==> src/rtl/udp_frame_rx_if.sv <==
// Byte-stream receive bus and UDP payload/status bus of udp_frame_rx.
// master drives the receive side, slave is the receiver.
interface udp_frame_rx_if;
    logic        rx_dv;
    logic        rx_en;
    logic [7:0]  rx_data;
    logic [7:0]  pay_data;
    logic        pay_valid;
    logic        pay_sof;
    logic        pay_eof;
    logic [15:0] pay_len;
    logic        frame_ok;
    logic        frame_err;

    modport master (
        output rx_dv, rx_en, rx_data,
        input  pay_data, pay_valid, pay_sof, pay_eof,
        input  pay_len, frame_ok, frame_err
    );

    modport slave (
        input  rx_dv, rx_en, rx_data,
        output pay_data, pay_valid, pay_sof, pay_eof,
        output pay_len, frame_ok, frame_err
    );
endinterface

==> src/rtl/udp_frame_rx.sv <==
// UDP frame receiver: preamble/SFD strip, Eth/IPv4/UDP header filter,
// payload streaming and CRC-32 check of the FCS at end of frame.
module udp_frame_rx #(
    parameter logic [47:0] MAC_ADDR     = 48'hd03745f66d9c,
    parameter bit          ACCEPT_BCAST = 1'b1,
    parameter logic [31:0] IP_ADDR      = 32'hc0a80102,
    parameter logic [15:0] UDP_PORT     = 16'h4e21,
    parameter int          MAX_PAYLOAD  = 1472
) (
    input logic             clk,
    input logic             rst_n,
    udp_frame_rx_if.slave   bus
);

    localparam logic [2:0] S_DROP = 3'd0;
    localparam logic [2:0] S_IDLE = 3'd1;
    localparam logic [2:0] S_PRE  = 3'd2;
    localparam logic [2:0] S_HDR  = 3'd3;
    localparam logic [2:0] S_PAY  = 3'd4;
    localparam logic [2:0] S_TAIL = 3'd5;

    localparam logic [15:0] MAX_LEN   = 16'(MAX_PAYLOAD + 8);
    localparam logic [31:0] CRC_GOOD  = 32'hdebb20e3;

    logic [2:0]  state_q, state_d;
    logic [2:0]  pre_cnt_q, pre_cnt_d;
    logic [10:0] cnt_q, cnt_d;
    logic [31:0] crc_q, crc_d;
    logic        uni_ok_q, uni_ok_d;
    logic        bc_ok_q, bc_ok_d;
    logic [15:0] len_q, len_d;
    logic [15:0] pay_len_q, pay_len_d;
    logic [7:0]  pay_data_q, pay_data_d;
    logic        pay_valid_q, pay_valid_d;
    logic        pay_sof_q, pay_sof_d;
    logic        pay_eof_q, pay_eof_d;
    logic        frame_ok_q, frame_ok_d;
    logic        frame_err_q, frame_err_d;

    logic        byte_v;
    logic [10:0] cnt_inc;
    logic [31:0] crc_nxt;
    logic [7:0]  mac_b;
    logic [1:0]  ip_sel;
    logic [7:0]  ip_b;
    logic [15:0] len_w;
    logic        pay_last;

    function automatic logic [31:0] crc_byte(
        input logic [31:0] c,
        input logic [7:0]  b
    );
        logic [31:0] r;
        r = c ^ {24'h0, b};
        for (int i = 0; i < 8; i++) begin
            r = r[0] ? ((r >> 1) ^ 32'hedb88320) : (r >> 1);
        end
        return r;
    endfunction

    assign byte_v   = bus.rx_dv && bus.rx_en;
    assign cnt_inc  = (cnt_q == 11'h7ff) ? cnt_q : cnt_q + 11'd1;
    assign crc_nxt  = crc_byte(crc_q, bus.rx_data);
    assign mac_b    = 8'(MAC_ADDR >> {3'd5 - cnt_q[2:0], 3'b000});
    assign ip_sel   = cnt_q[1:0] - 2'd2;
    assign ip_b     = 8'(IP_ADDR >> {2'd3 - ip_sel, 3'b000});
    assign len_w    = {len_q[15:8], bus.rx_data};
    assign pay_last = (cnt_q == 11'd41 + pay_len_q[10:0]);

    // Frame parser: state, byte counter, CRC and header filtering.
    always_comb begin
        logic hdr_bad;
        state_d     = state_q;
        pre_cnt_d   = pre_cnt_q;
        cnt_d       = cnt_q;
        crc_d       = crc_q;
        uni_ok_d    = uni_ok_q;
        bc_ok_d     = bc_ok_q;
        len_d       = len_q;
        pay_len_d   = pay_len_q;
        pay_data_d  = pay_data_q;
        pay_valid_d = 1'b0;
        pay_sof_d   = 1'b0;
        pay_eof_d   = 1'b0;
        frame_ok_d  = 1'b0;
        frame_err_d = 1'b0;
        hdr_bad     = 1'b0;

        case (state_q)
            S_DROP: begin
                if (!bus.rx_dv) state_d = S_IDLE;
            end
            S_IDLE: begin
                if (byte_v) begin
                    if (bus.rx_data == 8'h55) begin
                        state_d   = S_PRE;
                        pre_cnt_d = 3'd1;
                    end else begin
                        state_d = S_DROP;
                    end
                end
            end
            S_PRE: begin
                if (!bus.rx_dv) begin
                    state_d = S_IDLE;
                end else if (byte_v) begin
                    if (bus.rx_data == 8'h55) begin
                        if (pre_cnt_q == 3'd7) state_d = S_DROP;
                        else pre_cnt_d = pre_cnt_q + 3'd1;
                    end else if (bus.rx_data == 8'hd5) begin
                        state_d = S_HDR;
                        cnt_d   = 11'd0;
                        crc_d   = 32'hffffffff;
                    end else begin
                        state_d = S_DROP;
                    end
                end
            end
            S_HDR: begin
                if (!bus.rx_dv) begin
                    state_d = S_IDLE;
                end else if (byte_v) begin
                    cnt_d = cnt_inc;
                    crc_d = crc_nxt;
                    unique case (1'b1)
                        (cnt_q <= 11'd5): begin
                            uni_ok_d = (cnt_q == 11'd0 || uni_ok_q)
                                       && (bus.rx_data == mac_b);
                            bc_ok_d  = (cnt_q == 11'd0 || bc_ok_q)
                                       && (bus.rx_data == 8'hff);
                            if (cnt_q == 11'd5) begin
                                hdr_bad = !(uni_ok_d
                                            || (ACCEPT_BCAST && bc_ok_d));
                            end
                        end
                        (cnt_q == 11'd12): hdr_bad = bus.rx_data != 8'h08;
                        (cnt_q == 11'd13): hdr_bad = bus.rx_data != 8'h00;
                        (cnt_q == 11'd14): hdr_bad = bus.rx_data != 8'h45;
                        (cnt_q == 11'd23): hdr_bad = bus.rx_data != 8'h11;
                        (cnt_q >= 11'd30 && cnt_q <= 11'd33):
                            hdr_bad = bus.rx_data != ip_b;
                        (cnt_q == 11'd36):
                            hdr_bad = bus.rx_data != UDP_PORT[15:8];
                        (cnt_q == 11'd37):
                            hdr_bad = bus.rx_data != UDP_PORT[7:0];
                        (cnt_q == 11'd38): len_d[15:8] = bus.rx_data;
                        (cnt_q == 11'd39): begin
                            len_d[7:0] = bus.rx_data;
                            hdr_bad = (len_w < 16'd8) || (len_w > MAX_LEN);
                        end
                        default: ;
                    endcase
                    if (hdr_bad) begin
                        state_d = S_DROP;
                    end else if (cnt_q == 11'd41) begin
                        pay_len_d = 16'(len_q - 16'd8);
                        state_d   = (len_q == 16'd8) ? S_TAIL : S_PAY;
                    end
                end
            end
            S_PAY: begin
                if (!bus.rx_dv) begin
                    frame_err_d = 1'b1;
                    state_d     = S_IDLE;
                end else if (byte_v) begin
                    cnt_d       = cnt_inc;
                    crc_d       = crc_nxt;
                    pay_valid_d = 1'b1;
                    pay_data_d  = bus.rx_data;
                    pay_sof_d   = (cnt_q == 11'd42);
                    pay_eof_d   = pay_last;
                    if (pay_last) state_d = S_TAIL;
                end
            end
            S_TAIL: begin
                if (!bus.rx_dv) begin
                    frame_ok_d  = (crc_q == CRC_GOOD);
                    frame_err_d = (crc_q != CRC_GOOD);
                    state_d     = S_IDLE;
                end else if (byte_v) begin
                    cnt_d = cnt_inc;
                    crc_d = crc_nxt;
                end
            end
            default: state_d = S_DROP;
        endcase
    end

    // Parser and output registers; reset parks in DROP until rx_dv is low.
    always_ff @(posedge clk or negedge rst_n) begin
        if (!rst_n) begin
            state_q     <= S_DROP;
            pre_cnt_q   <= 3'd0;
            cnt_q       <= 11'd0;
            crc_q       <= 32'hffffffff;
            uni_ok_q    <= 1'b0;
            bc_ok_q     <= 1'b0;
            len_q       <= 16'd0;
            pay_len_q   <= 16'd0;
            pay_data_q  <= 8'd0;
            pay_valid_q <= 1'b0;
            pay_sof_q   <= 1'b0;
            pay_eof_q   <= 1'b0;
            frame_ok_q  <= 1'b0;
            frame_err_q <= 1'b0;
        end else begin
            state_q     <= state_d;
            pre_cnt_q   <= pre_cnt_d;
            cnt_q       <= cnt_d;
            crc_q       <= crc_d;
            uni_ok_q    <= uni_ok_d;
            bc_ok_q     <= bc_ok_d;
            len_q       <= len_d;
            pay_len_q   <= pay_len_d;
            pay_data_q  <= pay_data_d;
            pay_valid_q <= pay_valid_d;
            pay_sof_q   <= pay_sof_d;
            pay_eof_q   <= pay_eof_d;
            frame_ok_q  <= frame_ok_d;
            frame_err_q <= frame_err_d;
        end
    end

    assign bus.pay_data  = pay_data_q;
    assign bus.pay_valid = pay_valid_q;
    assign bus.pay_sof   = pay_sof_q;
    assign bus.pay_eof   = pay_eof_q;
    assign bus.pay_len   = pay_len_q;
    assign bus.frame_ok  = frame_ok_q;
    assign bus.frame_err = frame_err_q;

endmodule

==> src/flat_wrapper.sv <==
// flat-port wrapper written by rule: the top's interface ports become plain ports
module udp_frame_rx_flat 
#(
    parameter logic [47:0] MAC_ADDR     = 48'hd03745f66d9c,
    parameter bit          ACCEPT_BCAST = 1'b1,
    parameter logic [31:0] IP_ADDR      = 32'hc0a80102,
    parameter logic [15:0] UDP_PORT     = 16'h4e21,
    parameter int          MAX_PAYLOAD  = 1472
)
  (clk, rst_n, bus_rx_dv, bus_rx_en, bus_rx_data, bus_pay_data, bus_pay_valid, bus_pay_sof, bus_pay_eof, bus_pay_len, bus_frame_ok, bus_frame_err);
  udp_frame_rx_if bus_i ();
  input logic clk;
  input logic rst_n;
  input wire logic [$bits(bus_i.rx_dv)-1:0] bus_rx_dv;
  input wire logic [$bits(bus_i.rx_en)-1:0] bus_rx_en;
  input wire logic [$bits(bus_i.rx_data)-1:0] bus_rx_data;
  output wire logic [$bits(bus_i.pay_data)-1:0] bus_pay_data;
  output wire logic [$bits(bus_i.pay_valid)-1:0] bus_pay_valid;
  output wire logic [$bits(bus_i.pay_sof)-1:0] bus_pay_sof;
  output wire logic [$bits(bus_i.pay_eof)-1:0] bus_pay_eof;
  output wire logic [$bits(bus_i.pay_len)-1:0] bus_pay_len;
  output wire logic [$bits(bus_i.frame_ok)-1:0] bus_frame_ok;
  output wire logic [$bits(bus_i.frame_err)-1:0] bus_frame_err;
  assign bus_i.rx_dv = bus_rx_dv;
  assign bus_i.rx_en = bus_rx_en;
  assign bus_i.rx_data = bus_rx_data;
  assign bus_pay_data = bus_i.pay_data;
  assign bus_pay_valid = bus_i.pay_valid;
  assign bus_pay_sof = bus_i.pay_sof;
  assign bus_pay_eof = bus_i.pay_eof;
  assign bus_pay_len = bus_i.pay_len;
  assign bus_frame_ok = bus_i.frame_ok;
  assign bus_frame_err = bus_i.frame_err;
  udp_frame_rx #(.MAC_ADDR(MAC_ADDR), .ACCEPT_BCAST(ACCEPT_BCAST), .IP_ADDR(IP_ADDR), .UDP_PORT(UDP_PORT), .MAX_PAYLOAD(MAX_PAYLOAD)) u_core (.clk(clk), .rst_n(rst_n), .bus(bus_i));
endmodule
==> config.mk <==
export PLATFORM = sky130hd
export DESIGN_NAME = udp_frame_rx_flat
export DESIGN_NICKNAME = d
export VERILOG_FILES = /design/src/rtl/udp_frame_rx_if.sv /design/src/rtl/udp_frame_rx.sv /design/src/flat_wrapper.sv
export SDC_FILE = /design/constraint.sdc
export NUM_CORES = 1
export LEC_CHECK = 0
export CAP_MARGIN = 20
export CORE_UTILIZATION = 45
export DETAILED_ROUTE_END_ITERATION = 6
export SYNTH_ARGS = -nofsm -noshare
export SYNTH_HDL_FRONTEND = slang
export SYNTH_SLANG_ARGS = --single-unit
==> constraint.sdc <==
create_clock -name clk -period 9.75 [get_ports clk]
set_clock_uncertainty 0.05 [all_clocks]
set_input_delay 1.95 -clock clk [delete_from_list [all_inputs] [get_ports clk]]
set_output_delay 1.95 -clock clk [all_outputs]
set_load 0.005 [all_outputs]
==> results of run 1 <==
[worst paths after layout]
kind,start,endpoint,slack (ps),cells after the start
min in group asynchronous,rst_n,u_core.cnt_q[6],1540,1
max reg2reg,u_core.cnt_q[1],u_core.state_q[1],5940,10
min,u_core.bus.pay_len[15],u_core.bus.pay_len[15],430,2
max in group asynchronous,rst_n,u_core.pre_cnt_q[0],7030,2
max,bus_rx_dv,u_core.state_q[1],4880,9
min reg2reg,u_core.bus.pay_len[15],u_core.bus.pay_len[15],430,2
[state kept, by name (all words and copies together) (netlist names)]
register              flops
u_core.bus.frame_ok       1
u_core.crc_q             32
u_core.uni_ok_q           1
u_core.bc_ok_q            1
u_core.bus.pay_len       16
u_core.cnt_q             11
u_core.pre_cnt_q          3
u_core.len_q             16
u_core.bus.pay_eof        1
u_core.bus.pay_sof        1
u_core.bus.pay_valid      1
u_core.bus.frame_err      1
u_core.state_q            3
u_core.bus.pay_data       8
[cell type report]
cell class	count	area share
tap	176	0.0315
inverter	19	0.0102
clock inverter	6	0.00645
multi-input combinational	517	0.507
sequential	96	0.350
clock buffer	10	0.0328
timing repair buffer	45	0.0618
[logic make-up after synthesis]
group | Yosys count | share of synthesized area
AOI/OAI and AO/OA | 144 | 0.155
buffers and inverters | 60 | 0.0392
and+or+nand+nor | 225 | 0.186
xor gates and xnor gates | 106 | 0.149
muxes | 29 | 0.0521
adders and majority gates | 13 | 0.0261
DFF | 96 | 0.392
[critical path: stages]
cell	delay [ps]
clkdlybuf4s50_1	700
nand2_1	340
nor4_1	370
nand3_1	110
a2111oi_0	540
buf_1	270
o41ai_1	190
a41o_1	290
mux2_4	300
[synthesized netlist by cell type (3+ instances only)]
| master | instances |
|---|---|
| a211oi_1 | 7 |
| a211o_1 | 4 |
| o211ai_1 | 5 |
| nand3_1 | 11 |
| a2111oi_0 | 4 |
| a21oi_1 | 46 |
| and3_1 | 5 |
| a31oi_1 | 7 |
| a21o_1 | 3 |
| or4_1 | 5 |
| xor2_1 | 42 |
| mux2_2 | 23 |
| clkbuf_1 | 35 |
| nand4_1 | 12 |
| inv_1 | 19 |
| nor2_1 | 63 |
| xnor2_1 | 64 |
| nor4b_1 | 3 |
| nor3_1 | 17 |
| nor3b_1 | 4 |
| a31o_2 | 3 |
| ha_1 | 13 |
| dfrtp_1 | 64 |
| or3_1 | 7 |
| nand4b_1 | 4 |
| nor2b_1 | 3 |
| nor4_1 | 15 |
| o31ai_1 | 5 |
| and4_1 | 4 |
| mux2i_1 | 5 |
| a311oi_1 | 3 |
| dfstp_2 | 32 |
| nand2b_1 | 3 |
| nand2_1 | 49 |
| o21ai_0 | 29 |
| and2_1 | 9 |
| buf_2 | 3 |
[stage by stage]
step                total power [mW]  utilization  setup slack (ps)  hold slack, ps  std cells
floorplan                       1.42            -              5680             407        673
global placement                1.65        0.502              4080             414        852
detailed placement              1.65        0.502              4590             420        853
CTS                             2.01        0.523              4940             436        869
global route                    2.14        0.523              4660             465        869
finish                          1.99        0.523              4880             428        869
[per-layer routing]
metal / routed length, um / part of all wire
met1: 7770 / 0.48
met3: 652 / 0.040
met2: 7500 / 0.46
met5: 0 / 0
met4: 298 / 0.018
[power by group through the flow]
| stage | logic (mW) | registers, mW | clock network [mW] |
|---|---|---|---|
| after floorplan | 0.806 | 0.610 | 0 |
| after global placement | 1.00 | 0.651 | 0 |
| after detailed placement | 1.00 | 0.654 | 0 |
| after CTS | 1.01 | 0.649 | 0.345 |
| after global routing | 1.12 | 0.665 | 0.360 |
| final | 1.01 | 0.649 | 0.336 |
==> flow_summary_export.csv, run 1 <==
group,metric,value,unit
routing,drt-total-wl,16200,um
floorplan,die_h,120,um
placement,io_buffers,40,
finish,n_fill_cell,1266,
yosys,ys_seq_area_frac,0.392,
worst_hold_path,hp-class,"reg -> reg",
yosys,syn_avg_cell_area,9.25,sq um
setup_path,setup.worst_path.start_class,"primary input",
finish,seq_area,0.00244,sq mm
sta,hold_violations,0,
pwr,p_leak,2.84,nW
routing,wire_per_inst,18.7,um
floorplan,ios,41,
yosys,ys_seq_elements,96,
sta,drv_slew,0,
sta,setup_viol,0,
floorplan,die_w,120,um
clock_network,post_cts_buffers,0,
floorplan,die_area,0.0143,sq mm
yosys,ys_warn_count,0,
grt,grt_pass1_vias,5033,
finish,area_delta_synth_final,12.2,%
pwr,pwr-share-seq,0.326,
grt,met2_usage,0.383,
run,maxCapViolCount,0,
routing,num_vias,5042,
sta,min_period,4870,ps
pwr,peakVddDrop,0.226,mV
grt,grt_pass1_wl,27400,um
finish,antenna_cells,0,
sta,worstMarginPinSlew,940,ps
yosys,synth_area,0.00622,sq mm
placement,place_hpwl,11800,um
clock_network,cts_root_buffer,"clkbuf_16",
finish,nNetsFinal,713,
grt,grt.busiest_layer,"met2",
grt,grt_use_met1,0.348,
sta,fin_tns_setup,0,ps
yosys,synth_area_leaders,"dfrtp_1 (26%), dfstp_2 (14%), xnor2_1 (9.0%)",
sta,max_freq,205,MHz
setup_path,arrival,5070,ps
finish,multi_input_area,0.00354,sq mm
routing,drt_iter0_markers,294,
setup_path,cp_max_fo,11,
grt,grtUsageMet3,0.0318,
clock_network,cts_max_path_buffers,2,
pwr,p_int,1.19,mW
clock_network,cts_resized,0,
yosys,yosys_most_used_dff,"dfrtp_1",
clock_network,cts_buffers,9,
yosys,synth_top_area_share,0.257,
finish,layout_common_cells,"xnor2_1 (64), dfrtp_1 (64), nor2_1 (63)",
floorplan,initial_core_util,0.466,
routing,ant_nets,0,
placement,routabilityCongestion,0.892,
clock_network,clk_latency,360,ps
yosys,synth_cells,673,
routing,dr.pass1.iters,5,
setup_path,critPathKind,"in -> reg",
grt,antenna_found_initial,0,
finish,final_area,0.00698,sq mm
pwr,p_switching,805,uW
finish,drive_gt1_frac,0.128,
pwr,powerDensity,285,mW/mm^2
sta,min_period_over_period,0.499,
clock_network,cts.htree.levels,3,
grt,grt_use_total,0.246,
yosys,synth-async-reset-ratio,1.00,
yosys,ys_types,70,
sta,max_slew_margin,0.369,
yosys,synthesis.nets,698,
grt,grt_start_max_net_pins,52,
pwr,swShare,0.404,
pwr,p_comb_frac,0.505,
routing,viasPerCell,5.80,
yosys,synth_edf_count,0,
clock_network,hold_buffers,0,
clock_network,cts_tree,"done",
status,status,"finished clean",
grt,overflow,0,
floorplan,core,0.0133,sq mm
yosys,yosys.area.top_type,"dfrtp_1",
clock_network,clkTransAtPathRegs,70,ps
routing,post-route-drc-count,0,
setup_path,worstPathRequired,9950,ps
placement,place_area,0.00671,sq mm
clock_network,cts.sinks,96,
pwr,clockPowerShare,0.169,
floorplan,num_rows,42,
setup_path,worstSetupEndpointType,"register",
sta,rsz0062_at_grt,"false",
(Power assumes the default switching activity.)
==> inputs of run 2 (changes only) <==
--- a/config.mk
+++ b/config.mk
@@ -8,6 +8,7 @@
 export CAP_MARGIN = 20
 export CORE_UTILIZATION = 45
 export DETAILED_ROUTE_END_ITERATION = 6
+export PLACE_DENSITY = 0.66
 export SYNTH_ARGS = -nofsm -noshare
 export SYNTH_HDL_FRONTEND = slang
 export SYNTH_SLANG_ARGS = --single-unit
==> constraint.sdc (replaced) <==
create_clock -name clk -period 4.3 [get_ports clk]
set_clock_uncertainty 0.05 [all_clocks]
set_input_delay 0.86 -clock clk [delete_from_list [all_inputs] [get_ports clk]]
set_output_delay 0.86 -clock clk [all_outputs]
set_load 0.005 [all_outputs]
==> flow_summary_export.csv, run 2 (synthesis gave the netlist of run 1 again) <==
group,metric,value,unit
finish,area_delta_synth_final,14.8,%
sta,min_period,3520,ps
sta,max_freq,284,MHz
routing,viasPerCell,6.00,
clock_network,hold_buffers,0,
sta,rsz0062_at_grt,"false",
grt,antenna_found_initial,0,
finish,drive_gt1_frac,0.151,
sta,hold_violations,0,
clock_network,cts_buffers,9,
placement,preCtsSetupSlack,529,ps
pwr,total_power,4.69,mW
setup_path,worstPathRequired,4490,ps
clock_network,cts_tree,"done",
placement,io_buffers,40,
setup_path,arrival,3710,ps
pwr,powerDensity,656,mW/mm^2
grt,grt_pass1_wl,27400,um
setup_path,reg2reg_from,"u_core.bus.pay_len[0]",
routing,wire_per_inst,19.0,um
pwr,peakVddDrop,0.514,mV
floorplan,die_area,0.0143,sq mm
grt,overflow,0,
sta,max_slew_margin,0.351,
status,status,"finished clean",
clock_network,cts_resized,0,
clock_network,clk_latency,350,ps
finish,nNetsFinal,729,
finish,largest-register,"u_core.crc_q",
sta,worstMarginPinSlew,964,ps
finish,antenna_cells,0,
clock_network,cts.sinks,96,
sta,min_period_over_period,0.820,
run,maxCapViolCount,0,
routing,num_vias,5306,
setup_path,worstSetupEndpointType,"register",
routing,dr.pass1.iters,6,
routing,drt_iter0_markers,415,
sta,setup_viol,0,
grt,grt_start_max_net_pins,38,
finish,layout_common_cells,"xnor2_1 (64), dfrtp_1 (64), nor2_1 (63)",
worst_hold_path,hp-class,"in -> async",
floorplan,initial_core_util,0.466,
floorplan,ios,41,
floorplan,num_rows,42,
placement,place_hpwl,12300,um
routing,drt-total-wl,16800,um
setup_path,critPathKind,"reg -> reg",
floorplan,die_h,120,um
setup_path,setup.worst_path.start_class,"register",
finish,largest_register_ffs,32,
clock_network,clkTransAtPathRegs,70,ps
floorplan,die_w,120,um
sta,fin_tns_setup,0,ps
clock_network,cts.htree.levels,3,
clock_network,cts_max_path_buffers,2,
pwr,p_leak,2.95,nW
sta,drv_slew,0,
setup_path,cp-startpoint,"u_core.bus.pay_len[0]",
sta,timing.final.ws_setup,775,ps
grt,grt_pass1_vias,5001,
clock_network,cts_root_buffer,"clkbuf_16",
floorplan,core,0.0133,sq mm
clock_network,post_cts_buffers,0,
placement,routabilityCongestion,0.911,
routing,ant_nets,0,
grt,grt_use_total,0.244,
routing,post-route-drc-count,0,
setup_path,cp_max_fo,6,
## run 2: cell types whose count changed in the layout (fill, tap and decap cells not counted)
cell	previous run	this run
buf_1	1	0
clkinvlp_4	3	1
bufinv_16	0	1
clkbuf_8	0	2
buf_4	5	22
clkbuf_1	1	0
clkinv_2	1	0
clkinv_4	1	2
## run 2: metrics by stage
stage	hold slack (ps)	cell area (sq um)	std cells	utilization
after floorplan	407	6220	673	-
after global placement	412	6830	869	0.512
after detailed placement	425	6830	869	0.512
after CTS	422	7150	885	0.535
after global routing	445	7150	885	0.535
final	409	7150	885	0.535
## run 2: layout make-up
type | count | area [sq um]
well taps | 176 | 220
repair buffers | 61 | 556
inverters | 19 | 71.3
fillers | 1236 | 6200
clock buffers | 11 | 253
flip-flops and latches | 96 | 2440
multi-input cells | 517 | 3540
clock inverters | 5 | 63.8
## run 2: metal layers
metal	up-vias	global-route usage	wire length [um]	share of wire
met3	23	0.0528	1220	0.073
met5	-	0	0	0
met2	202	0.360	7370	0.44
li1	2464	-	-	-
met4	0	0.0648	246	0.015
met1	2617	0.359	8000	0.48
## run 2: worst max-delay path: stages, from the launching register on
cell	delay, ps
dfrtp_1	460
ha_1	300
a211oi_1	430
nor4_1	110
a221o_1	370
a41oi_1	200
a2111oi_0	130
buf_4	190
o41ai_1	620
a41o_1	230
mux2_4	300
## run 2: final timing paths
check                      cells past startpoint                     end  slack, ps
min reg2reg                                    2  u_core.bus.pay_len[13]        440
max in group asynchronous                      2        u_core.len_q[13]       2980
max reg2reg                                   10       u_core.state_q[1]        780
min                                            1         u_core.cnt_q[6]        410
max                                           10       u_core.state_q[1]        780
min in group clk                               2  u_core.bus.pay_len[13]        440
## run 2: power by group
group | switching, mW | internal [mW]
Combinational | 1.25 | 1.13
Clock | 0.361 | 0.487
Sequential | 0.237 | 1.23
Total | 1.85 | 2.84
==> RTL edit 1: new RTL, flow settings as in run 2 <==
Make the reset (`rst_n`) synchronous in one clocked block.
--- a/src/rtl/udp_frame_rx.sv
+++ b/src/rtl/udp_frame_rx.sv
@@ -188,5 +188,5 @@
 
     // Parser and output registers; reset parks in DROP until rx_dv is low.
-    always_ff @(posedge clk or negedge rst_n) begin
+    always_ff @(posedge clk) begin
         if (!rst_n) begin
             state_q     <= S_DROP;
Function: same outputs for any inputs over 4 cycles, from zero or initial values and one cycle with rst_n low; that may be too few to reach the edited logic, so the function may still have changed.
==> RTL edit 1 against run 2 <==
  * Worst setup slack better by 0.068 ns
  * Design area is 7.0% lower
  * Sequential cell count stayed put
  * Die area is 7.5% lower
  * Synthesized area is 7.6% lower
  * Wire length is 10% lower
  * Critical endpoint is now u_core.cnt_q[9]$_SDFFE_PN0P_
Power is not compared: it rests on default switching activity, and its combinational part moved more than twofold at a synthesized area within 25%.
==> RTL edit 1: results (changes against run 2) <==
grt.total_usage_pct: 24.3  # was 24.4%
gp_routability_congestion: 0.903  # was 0.911
grt_max_degree: 50  # was 38
slack_of_the_worst_reg_to_reg_path_ns: 1.04  # was 0.78 ns
crit_start: "bus_rx_data[0]"  # was u_core.bus.pay_len[0]$_DFFE_PN0P_
worst_tran_pin_value_ns: 0.882  # was 0.964 ns
grt_first_pass_wirelength_microns: 25000  # was 27400 microns
worst_path_max_delay_cell: "sky130_fd_sc_hd__clkdlybuf4s50_1"  # was sky130_fd_sc_hd__o41ai_1
post_synth_mux_area_share_pct: 4.53  # was 5.21%
status: "completed"  # unchanged
synth_xor_area_share_pct: 17.0  # was 14.9%
via_per_inst: 5.69  # was 6.00
met3_length_microns: 789  # was 1220 microns
detail_route.iter0.violations: 402  # was 415
globalRouteMet3Util_pct: 3.27  # was 5.28%
yosysUniqueCellTypes: 64  # was 70
postSynth.asyncResetShare_pct: 0  # was 100%
drive_above_1_share_pct: 6.31  # was 15.1%
r2r.worst_path.cells: 11  # was 10
first_global_vias: 4878  # was 5001
finalNetCount: 765  # was 729
synth_top_flop_cell: "sky130_fd_sc_hd__dfxtp_1"  # was sky130_fd_sc_hd__dfrtp_1
worstHoldPathType: "reg2reg"  # was in2async
synthesized_area_fraction_occupied_by_adder_cells_pct: 2.83  # was 2.61%
detailroute.wirelength.met2_microns: 7030  # was 7370 microns
fraction_of_the_mapped_netlist_area_in_compound_gates_pct: 14.3  # was 15.5%
drtPass1Iterations: 5  # was 6
max_stage_delay_ns: 0.83  # was 0.62 ns
critPathCapture: "u_core.cnt_q[9]$_SDFFE_PN0P_"  # was u_core.state_q[1]$_DFFE_PN0P_
synth-seq-area-share_pct: 33.4  # was 39.2%
global_routing_usage_on_met1_pct: 32.5  # was 35.9%
synth_nets: 736  # was 698
critical_path.reg2reg.endpoint: "u_core.state_q[1]$_SDFFE_PN0P_"  # was u_core.state_q[1]$_DFFE_PN0P_
wl_met1_microns: 6930  # was 8000 microns
RTL edit 1: changes by cell type after synthesis, sizes merged, moves of 19 or more:
cell          run 2  this run
dfstp            32         0
mux2i             5        26
dfrtp            64         0
nand2            49        81
nand3            11        30
mux2             24         0
dfxtp             0        96
RTL edit 1: area by class of cell:
| type | count | area, sq um |
|---|---|---|
| fillers | 1187 | 5570 |
| multi-input cells | 558 | 3600 |
| flip-flops and latches | 96 | 1920 |
| repair buffers | 60 | 563 |
| clock buffers | 11 | 233 |
| well taps | 168 | 210 |
| clock inverters | 5 | 56.3 |
| inverters | 15 | 56.3 |
RTL edit 1: worst min-delay path, stage by stage, from the launching register on:
cell and delay [ns]:
sky130_fd_sc_hd__dfxtp_1 0.31, sky130_fd_sc_hd__nand2_1 0.05, sky130_fd_sc_hd__a21oi_1 0.05
RTL edit 1: power groups by stage:
| stage | Clock [uW] | Combinational [uW] | Sequential, uW |
|---|---|---|---|
| 3_5_place_dp | 0 | 209 | 913 |
| 4_1_cts | 818 | 212 | 893 |
| 3_3_place_gp | 0 | 213 | 913 |
| 2_1_floorplan | 0 | 157 | 910 |
| 6_report | 806 | 213 | 893 |
| 5_1_grt | 852 | 231 | 893 |
RTL edit 1: per-stage QoR:
stage | setup WS [ns] | hold slack (ns) | cells | area (sq um) | power, uW
2_1_floorplan | 1.37 | 0.399 | 711 | 5750 | 1070
3_3_place_gp | 0.687 | 0.392 | 897 | 6360 | 1130
3_5_place_dp | 0.521 | 0.399 | 897 | 6360 | 1120
4_1_cts | 0.884 | 0.409 | 913 | 6650 | 1920
5_1_grt | 0.610 | 0.438 | 913 | 6650 | 1980
6_report | 0.843 | 0.405 | 913 | 6650 | 1910
==> RTL edit 2: new RTL, config.mk and constraints of run 2 <==
Made on the original files. `ACCEPT_BCAST` is set to 1'b1 in 2 places; all go to 1'b0.
--- a/src/rtl/udp_frame_rx.sv
+++ b/src/rtl/udp_frame_rx.sv
@@ -3,5 +3,5 @@
 module udp_frame_rx #(
     parameter logic [47:0] MAC_ADDR     = 48'hd03745f66d9c,
-    parameter bit          ACCEPT_BCAST = 1'b1,
+    parameter bit          ACCEPT_BCAST = 1'b0,
     parameter logic [31:0] IP_ADDR      = 32'hc0a80102,
     parameter logic [15:0] UDP_PORT     = 16'h4e21,
--- a/src/flat_wrapper.sv
+++ b/src/flat_wrapper.sv
@@ -3,5 +3,5 @@
 #(
     parameter logic [47:0] MAC_ADDR     = 48'hd03745f66d9c,
-    parameter bit          ACCEPT_BCAST = 1'b1,
+    parameter bit          ACCEPT_BCAST = 1'b0,
     parameter logic [31:0] IP_ADDR      = 32'hc0a80102,
     parameter logic [15:0] UDP_PORT     = 16'h4e21,
Behaviour: no difference found for any inputs over 4 cycles, from zero or initial values and one cycle with rst_n low; that may be too few to reach the edited logic, so the function may still have changed.
==> RTL edit 2 against run 2 <==
  * Global-route usage down 0.95 points
  * Highest routed layer unchanged
  * Total power is 1.5% lower
  * Synthesized cell count shrank 1.2%
  * Worst setup slack better by 0.0038 ns
  * Register-to-register slack better by 0.04 ns
  * Design area is 1.7% lower
  * Wire length shrank 5.8%
  * Sequential cell count down 1
  * Combinational power decreased by 4%
  * Critical path depth is the same
  * Synthesized area barely moved
  * Critical endpoint is now u_core.state_q[0]$_DFFE_PN0P_
  * Largest cell class unchanged
  * Hold slack better by 0.027 ns
==> RTL edit 2: results (changes against run 2) <==
synthTopCellsByArea: "sky130_fd_sc_hd__dfrtp_1 25%, sky130_fd_sc_hd__dfstp_2 14%, sky130_fd_sc_hd__xnor2_1 11%, sky130_fd_sc_hd__xor2_1 5.3%, sky130_fd_sc_hd__mux2_2 4.7%"  # was sky130_fd_sc_hd__dfrtp_1 26%, sky130_fd_sc_hd__dfstp_2 14%, sky130_fd_sc_hd__xnor2_1 9.0%, sky130_fd_sc_hd__xor2_1 5.9%, sky130_fd_sc_hd__mux2_2 4.2%
detail_route.iter0.violations: 306  # was 415
fin_cells: 872  # was 885
syn_area_per_cell_sq_um: 9.36  # was 9.25 sq um
grt_max_degree: 75  # was 38
proportion_of_cell_area_spent_on_the_clock_network_pct: 4.65  # was 4.43%
drtPass1Iterations: 5  # was 6
hold_ws_ns: 0.436  # was 0.409 ns
dr_total_vias: 5018  # was 5306
fraction_of_the_mapped_netlist_area_in_compound_gates_pct: 11.8  # was 15.5%
dpl_worst_slack_ns: 0.430  # was 0.529 ns
filler_cell_count: 1245  # was 1236
synthesized_area_fraction_occupied_by_adder_cells_pct: 2.61  # about the same
slack_of_the_worst_reg_to_reg_path_ns: 0.82  # was 0.78 ns
slew_headroom_pct: 34.2  # was 35.1%
buffers_excl_clock: 56  # was 61
grt_first_pass_wirelength_microns: 26100  # was 27400 microns
first_global_vias: 4988  # was 5001
share_clk_of_total_power_pct: 19.3  # was 18.1%
multi_input_area_sq_mm: 0.00349  # was 0.00354 sq mm
yosysUniqueCellTypes: 71  # was 70
leakage_uw: 0.00282  # was 0.00295 uW
post_synth_mux_area_share_pct: 5.18  # was 5.21%
wl_microns: 15900  # was 16800 microns
status: "completed"  # unchanged
critPathMaxFanout: 11  # was 6
comb_power_uw: 2280  # was 2380 uW
synth_nets: 690  # was 698
drive_above_1_share_pct: 15.5  # was 15.1%
grt.total_usage_pct: 23.5  # was 24.4%
power.net_switching_uw: 1810  # was 1850 uW
synth_xor_area_share_pct: 15.9  # was 14.9%
worst_path_max_delay_cell: "sky130_fd_sc_hd__clkdlybuf4s50_1"  # was sky130_fd_sc_hd__o41ai_1
tritoncts_num_sinks: 95  # was 96
r2r_start: "u_core.cnt_q[0]$_DFFE_PN0P_"  # was u_core.bus.pay_len[0]$_DFFE_PN0P_
max_stage_delay_ns: 0.76  # was 0.62 ns
==> RTL edit 2: changes by cell type after synthesis, moves of 5 or more <==
cell / run 2 / this run
sky130_fd_sc_hd__nor4_1: 15 / 9
sky130_fd_sc_hd__clkbuf_1: 35 / 22
sky130_fd_sc_hd__nor2_1: 63 / 41
sky130_fd_sc_hd__clkbuf_8: 0 / 8
sky130_fd_sc_hd__nor3_1: 17 / 54
sky130_fd_sc_hd__and2_1: 9 / 1
sky130_fd_sc_hd__nand2_1: 49 / 56
sky130_fd_sc_hd__xnor2_1: 64 / 75
sky130_fd_sc_hd__a211oi_1: 7 / 2
sky130_fd_sc_hd__o211ai_1: 5 / 0
==> RTL edit 2: how the worst max path moves through the flow <==
stage               slack [ns]  cells after the start                            end
finish                    0.78                     10  u_core.state_q[0]$_DFFE_PN0P_
global route              0.63                     11  u_core.state_q[2]$_DFFE_PN0P_
CTS                       0.81                     10  u_core.state_q[0]$_DFFE_PN0P_
detailed placement        0.43                     10  u_core.state_q[0]$_DFFE_PN0P_
global placement          0.51                     10  u_core.state_q[0]$_DFFE_PN0P_
floorplan                 1.01                     14  u_core.state_q[0]$_DFFE_PN0P_
==> RTL edit 2: per-layer routing <==
| layer | GRT usage [%] | part of all wire (%) | up-vias |
|---|---|---|---|
| met5 | 0 | 0 | - |
| met4 | 10.2 | 2.4 | 0 |
| met3 | 2.99 | 4.4 | 31 |
| met2 | 36.9 | 46 | 147 |
| met1 | 32.4 | 47 | 2442 |
| li1 | - | - | 2398 |
==> RTL edit 2: stage by stage <==
stage	total power (uW)	utilization, %	cell area [sq um]
after global placement	3670	50.2	6700
after floorplan	3170	-	6230
after global routing	4900	52.6	7020
after detailed placement	3700	50.2	6700
final	4620	52.6	7020
after CTS	4640	52.6	7020
